[src/rtl/fir_pkg.sv]
// fir_pkg: shared definitions for the FIR filters of the FM radio chain.
//   QUANT_BITS        - fixed-point fraction bits of samples and coefficients (Q10)
//   DATA_SIZE         - default sample / coefficient width
//   ACC_SIZE          - accumulator width (full signed product width)
//   AUDIO_LPR_COEFFS  - 32-tap symmetric audio low-pass, signed Q10, index 0 first
//   fir_state_t       - controller state encoding
//   deq()             - Q10 dequantisation, truncating toward zero
package fir_pkg;

    localparam int QUANT_BITS     = 10;
    localparam int DATA_SIZE      = 32;
    localparam int ACC_SIZE       = 2 * DATA_SIZE;
    localparam int AUDIO_LPR_TAPS = 32;

    localparam logic signed [DATA_SIZE-1:0] AUDIO_LPR_COEFFS [0:AUDIO_LPR_TAPS-1] = '{
        32'hfffffffd, 32'hfffffffa, 32'hfffffff4, 32'hffffffed,
        32'hffffffe5, 32'hffffffdf, 32'hffffffe2, 32'hfffffff3,
        32'h00000015, 32'h0000004e, 32'h0000009b, 32'h000000f9,
        32'h0000015d, 32'h000001be, 32'h0000020e, 32'h00000243,
        32'h00000243, 32'h0000020e, 32'h000001be, 32'h0000015d,
        32'h000000f9, 32'h0000009b, 32'h0000004e, 32'h00000015,
        32'hfffffff3, 32'hffffffe2, 32'hffffffdf, 32'hffffffe5,
        32'hffffffed, 32'hfffffff4, 32'hfffffffa, 32'hfffffffd
    };

    typedef enum logic [1:0] {
        S_READ  = 2'd0,
        S_MAC   = 2'd1,
        S_WRITE = 2'd2
    } fir_state_t;

    // Divide by 2^QUANT_BITS rounding toward zero. An arithmetic shift alone
    // rounds toward minus infinity, so negative values get a bias of
    // 2^QUANT_BITS-1 first.
    function automatic logic signed [ACC_SIZE-1:0] deq(input logic signed [ACC_SIZE-1:0] a);
        logic signed [ACC_SIZE-1:0] biased;
        biased = a[ACC_SIZE-1] ? (a + ACC_SIZE'((1 << QUANT_BITS) - 1)) : a;
        return biased >>> QUANT_BITS;
    endfunction

endpackage

[src/rtl/fir_interp.sv]
// fir_interp: polyphase interpolating FIR. Pops one sample from an upstream
// FWFT FIFO and pushes INTERP filtered samples to a downstream FIFO, using a
// single shared multiplier and a sequential multiply-accumulate of
// K = TAPS/INTERP taps per output phase.
//
// Handshake: a transfer happens in exactly the cycle its enable is high.
// in_rd_en is high only when the controller is waiting for input and
// in_empty is low; in_dout is consumed in that same cycle. out_wr_en is high
// only when a result is pending and out_full is low; out_din is valid then.
//
// Ports:
//   clock      rising-edge clock
//   reset      asynchronous, active-low
//   in_empty   upstream FIFO empty
//   in_rd_en   pop upstream FIFO
//   in_dout    signed Q10 input sample
//   out_full   downstream FIFO full
//   out_wr_en  push downstream FIFO
//   out_din    signed Q10 output sample (registered)
//
// TAPS must be a multiple of INTERP.
module fir_interp #(
    parameter int TAPS      = 32,
    parameter int INTERP    = 8,
    parameter int DATA_SIZE = 32,
    parameter logic signed [DATA_SIZE-1:0] COEFFS [0:TAPS-1] = fir_pkg::AUDIO_LPR_COEFFS
) (
    input  logic                        clock,
    input  logic                        reset,
    input  logic                        in_empty,
    output logic                        in_rd_en,
    input  logic signed [DATA_SIZE-1:0] in_dout,
    input  logic                        out_full,
    output logic                        out_wr_en,
    output logic signed [DATA_SIZE-1:0] out_din
);

    import fir_pkg::fir_state_t;
    import fir_pkg::S_READ;
    import fir_pkg::S_MAC;
    import fir_pkg::S_WRITE;
    import fir_pkg::deq;

    localparam int K     = TAPS / INTERP;
    localparam int J_W   = (K > 1) ? $clog2(K) : 1;
    localparam int P_W   = (INTERP > 1) ? $clog2(INTERP) : 1;
    localparam int C_W   = (TAPS > 1) ? $clog2(TAPS) : 1;
    localparam int ACC_W = 2 * DATA_SIZE;

    localparam logic [J_W-1:0] J_LAST = J_W'(K - 1);
    localparam logic [P_W-1:0] P_LAST = P_W'(INTERP - 1);

    fir_state_t                  state;
    logic [J_W-1:0]              j;
    logic [P_W-1:0]              p;
    logic signed [ACC_W-1:0]     acc;
    logic signed [DATA_SIZE-1:0] x [0:K-1];

    logic [C_W-1:0]              coef_idx;
    logic signed [DATA_SIZE-1:0] coef;
    logic signed [DATA_SIZE-1:0] x_tap;
    logic signed [ACC_W-1:0]     prod;
    logic signed [ACC_W-1:0]     acc_next;

    // Phase p of the output uses every INTERP-th coefficient starting at p,
    // paired with history tap j.
    assign coef_idx = C_W'(int'(j) * INTERP + int'(p));
    assign coef     = COEFFS[coef_idx];
    assign x_tap    = x[j];
    assign prod     = ACC_W'(coef) * ACC_W'(x_tap);
    assign acc_next = acc + prod;

    assign in_rd_en  = (state == S_READ)  && !in_empty;
    assign out_wr_en = (state == S_WRITE) && !out_full;

    always_ff @(posedge clock or negedge reset) begin
        if (!reset) begin
            state   <= S_READ;
            j       <= '0;
            p       <= '0;
            acc     <= '0;
            out_din <= '0;
            for (int i = 0; i < K; i++) begin
                x[i] <= '0;
            end
        end else begin
            case (state)
                S_READ: begin
                    if (!in_empty) begin
                        x[0] <= in_dout;
                        for (int i = 1; i < K; i++) begin
                            x[i] <= x[i-1];
                        end
                        acc   <= '0;
                        p     <= '0;
                        j     <= '0;
                        state <= S_MAC;
                    end
                end

                S_MAC: begin
                    acc <= acc_next;
                    if (j == J_LAST) begin
                        // Result is registered on the last tap so out_din is
                        // already valid in the first S_WRITE cycle.
                        out_din <= DATA_SIZE'(deq(acc_next));
                        state   <= S_WRITE;
                    end else begin
                        j <= j + 1'b1;
                    end
                end

                S_WRITE: begin
                    // While out_full is high everything holds, including out_din.
                    if (!out_full) begin
                        if (p == P_LAST) begin
                            state <= S_READ;
                        end else begin
                            p     <= p + 1'b1;
                            j     <= '0;
                            acc   <= '0;
                            state <= S_MAC;
                        end
                    end
                end

                default: state <= S_READ;
            endcase
        end
    end

endmodule
[config.mk]
export PLATFORM = sky130hd
export DESIGN_NAME = fir_interp
export DESIGN_NICKNAME = d
export VERILOG_FILES = /design/src/rtl/fir_pkg.sv /design/src/rtl/fir_interp.sv
export SDC_FILE = /design/constraint.sdc
export NUM_CORES = 2
export LEC_CHECK = 0
export ABC_AREA = 1
export BUFFER_PORTS_ARGS = -buffer_cell sky130_fd_sc_hd__buf_2
export CAP_MARGIN = 20
export CORE_AREA = 3 3 289 291
export CTS_CLUSTER_SIZE = 20
export DETAILED_ROUTE_END_ITERATION = 8
export DIE_AREA = 0 0 292 294
export MAX_ROUTING_LAYER = met4
export SLEW_MARGIN = 20
export SYNTH_ARGS = -nofsm -noshare
export SYNTH_HDL_FRONTEND = slang
export SYNTH_SLANG_ARGS = --single-unit
[constraint.sdc]
create_clock -name clock -period 22.8 [get_ports clock]
set_input_delay 1.14 -clock clock [delete_from_list [all_inputs] [get_ports clock]]
set_output_delay 1.14 -clock clock [all_outputs]
set_load 0.02 [all_outputs]
==> results.py <==
metrics = {
    "critical_path": {
        "r2r_cells": 33,
        "r2r-start": "j[0]$_DFFE_PN0P_",
        "reg2reg_to": "out_din[22]$_DFFE_PN0P_",
        "worstPathArrival_ns": 11.39,
        "path_class": "reg -> reg",
        "crit_fanout": 35,
        "slowest_stage": "inv_1",
        "reg2reg_slack_ns": 11.90,
        "required_ns": 23.29,
        "crit_path_end": "out_din[22]$_DFFE_PN0P_",
        "worst_setup_path_start_kind": "flip-flop",
        "path_delay_family": "adder cells",
        "slowest_delay_ns": 0.79,
        "critPathMostFrequentCell": "fa_1",
        "startpoint": "j[0]$_DFFE_PN0P_",
        "cp_num_buf_inv": 10,
        "cp.depth": 33,
        "end_kind": "flip-flop",
    },
    "detailed_routing": {
        "drt_iter0_markers": 1768,
        "first_pass_iters": 6,
        "route.detailed.drc": 0,
        "drt-met1-wl_mm": 45.6,
        "route.top_layer_used": "met4",
        "dr_wl_met3_mm": 5.72,
        "wl_per_cell_um": 17.8,
        "wirelength_mm": 95.7,
        "wl_met2_mm": 41.4,
        "ant_nets": 0,
        "via_count": 26900,
        "routed_via_density": 5.01,
    },
    "synthesis": {
        "synth_top_area_cell": "fa_1",
        "syn_area_per_cell_um2": 8.55,
        "yosysTopAreaCellShare_pct": 40.6,
        "synth_area_leaders": "fa_1 (41%), dfrtp_1 (16%), inv_1 (11%)",
        "synthFlopType": "dfrtp_1",
        "ys_warn_count": 0,
        "synth_most_common_cell": "inv_1",
        "yosys.cell_types.count": 45,
        "syn_nets": 5248,
        "ys_seq_elements": 231,
        "synth_commonest_cells": "inv_1 (1,111), nand2_1 (769), fa_1 (737)",
        "synth_edf_count": 0,
        "syn_inst": 4246,
        "synth_area_mm2": 0.0363,
        "async_flop_share_pct": 100,
        "seq_area_frac_synth_pct": 15.9,
    },
    "clock_network": {
        "worstSkewPairLatency_ns": 0.60,
        "numClockSinks": 231,
        "cts_tree": "yes",
        "post_cts_buffers": 0,
        "ctsResizeCount": 0,
        "htreeDepth": 1,
        "cts-root-buf": "clkbuf_16",
        "cts-buffers-inserted": 30,
        "hold_buffers": 0,
        "clk_pin_slew_ns": 0.06,
        "clockBufferDepth": 3,
    },
    "global_routing": {
        "track_usage_pct": 23.9,
        "antenna_found_initial": 1,
        "grt_pass1_wl_mm": 158,
        "gr-total-overflow": 0,
        "grt_pass1_vias": 28600,
        "grt_max_degree": 122,
    },
    "floorplanning": {
        "ios": 70,
        "die_area_mm2": 0.0858,
        "rows": 104,
        "fp.dieH_um": 294,
        "start_util_pct": 44.9,
        "core-area_mm2": 0.0808,
        "die_x_um": 292,
    },
    "timing": {
        "tightest_slew_ns": 1.01,
        "clock-skew-final_ns": 0.0383,
        "fmax_mhz": 91.8,
        "timing.setup.tns_ns": 0,
        "period_share_pct": 47.8,
        "fin_crit_ns": 10.90,
        "drv_slew": 0,
        "rsz0062_at_grt": "false",
        "setup_viol": 0,
        "slew_headroom_pct": 32.9,
        "timing_hold_violations_final": 0,
    },
    "run": {
        "maxCapViolations": 0,
    },
    "hold_path": {
        "min_path_type": "reg -> reg",
    },
    "place": {
        "hpwl_mm": 78.9,
        "io_buffers": 69,
        "place.gp.congestion": 0.956,
    },
    "cells_and_area": {
        "num-nets-final": 5292,
        "area_growth_pct": 7.44,
        "drive_gt1_share_pct": 4.75,
        "fin_util_pct": 48.3,
    },
    "outcome": {
        "status": "complete, no violations",
    },
}
[worst min path at each step]
| stage | end | startpoint | cells past startpoint |
|---|---|---|---|
| 2_1_floorplan | acc[57]$_DFFE_PN0P_ | acc[57]$_DFFE_PN0P_ | 2 |
| 5_1_grt | out_din[8]$_DFFE_PN0P_ | out_din[8]$_DFFE_PN0P_ | 2 |
| 3_5_place_dp | out_din[20]$_DFFE_PN0P_ | out_din[20]$_DFFE_PN0P_ | 2 |
| 4_1_cts | x[47]$_DFFE_PN0P_ | x[79]$_DFFE_PN0P_ | 2 |
| 6_report | x[32]$_DFFE_PN0P_ | x[64]$_DFFE_PN0P_ | 2 |
| 3_3_place_gp | out_din[23]$_DFFE_PN0P_ | out_din[23]$_DFFE_PN0P_ | 2 |
[per-stage QoR]
stage | std cells | hold WS [ns] | instance area [µm²] | worst slack [ns]
finish | 5374 | 0.481 | 39000 | 11.90
floorplan | 4246 | 0.449 | 36300 | 12.91
detailed placement | 5315 | 0.461 | 37900 | 11.81
global placement | 5315 | 0.463 | 37900 | 11.96
CTS | 5370 | 0.482 | 39000 | 11.83
global route | 5374 | 0.499 | 39000 | 11.02
[flip-flops by register name, summed over array words and instances, names as in the netlist]
name	cells
x	128
state	2
p	3
out_din	32
acc	64
j	2
[tightest hold or removal path: stages (launching register included)]
cell	delay (ns)
dfrtp_1	0.34
nand2_1	0.05
o21ai_0	0.06
[placed cells by master (no fill, tap or decap), types with 16 or more instances in the layout]
cell | Yosys | layout
o21a_1 | 17 | 17
nor2_1 | 377 | 373
nand2_1 | 769 | 769
buf_4 | 1 | 45
o21ai_0 | 217 | 217
nand4_1 | 40 | 40
a21oi_1 | 87 | 87
xnor2_1 | 22 | 22
fa_1 | 737 | 737
o22ai_1 | 81 | 80
ha_1 | 229 | 229
dfrtp_1 | 231 | 231
buf_2 | 5 | 68
clkbuf_16 | 0 | 30
nand3_1 | 112 | 112
inv_1 | 1111 | 1104
a221oi_1 | 16 | 16
[area by class of cell]
cell class,count,area [µm²]
Antenna cell,1,2.50
Clock inverter,18,205
Tap cell,1060,1330
Multi-Input combinational cell,2793,25900
Fill cell,7882,41800
Sequential cell,231,5780
Timing Repair Buffer,117,741
Clock buffer,37,817
Inverter,1117,4200
[cell families after synthesis]
kind of cell               after synthesis  share of synthesized area (%)
AOI/OAI and AO/OA                      458                           7.25
xor gates and xnor gates                34                          0.892
adders and majority gates              966                           48.5
buffers and inverters                 1222                           12.7
DFF                                    231                           15.9
and+or+nand+nor                       1335                           14.7
[routing by layer]
metal	vias up	GRT usage, %
li1	12700	-
met1	13300	34.4
met2	715	35.6
met3	165	3.61
met4	0	6.44
met5	-	-
Power is left out: the tool's default activity adds up to more than one toggle a clock period on the data nets, which glitch-free logic cannot reach.
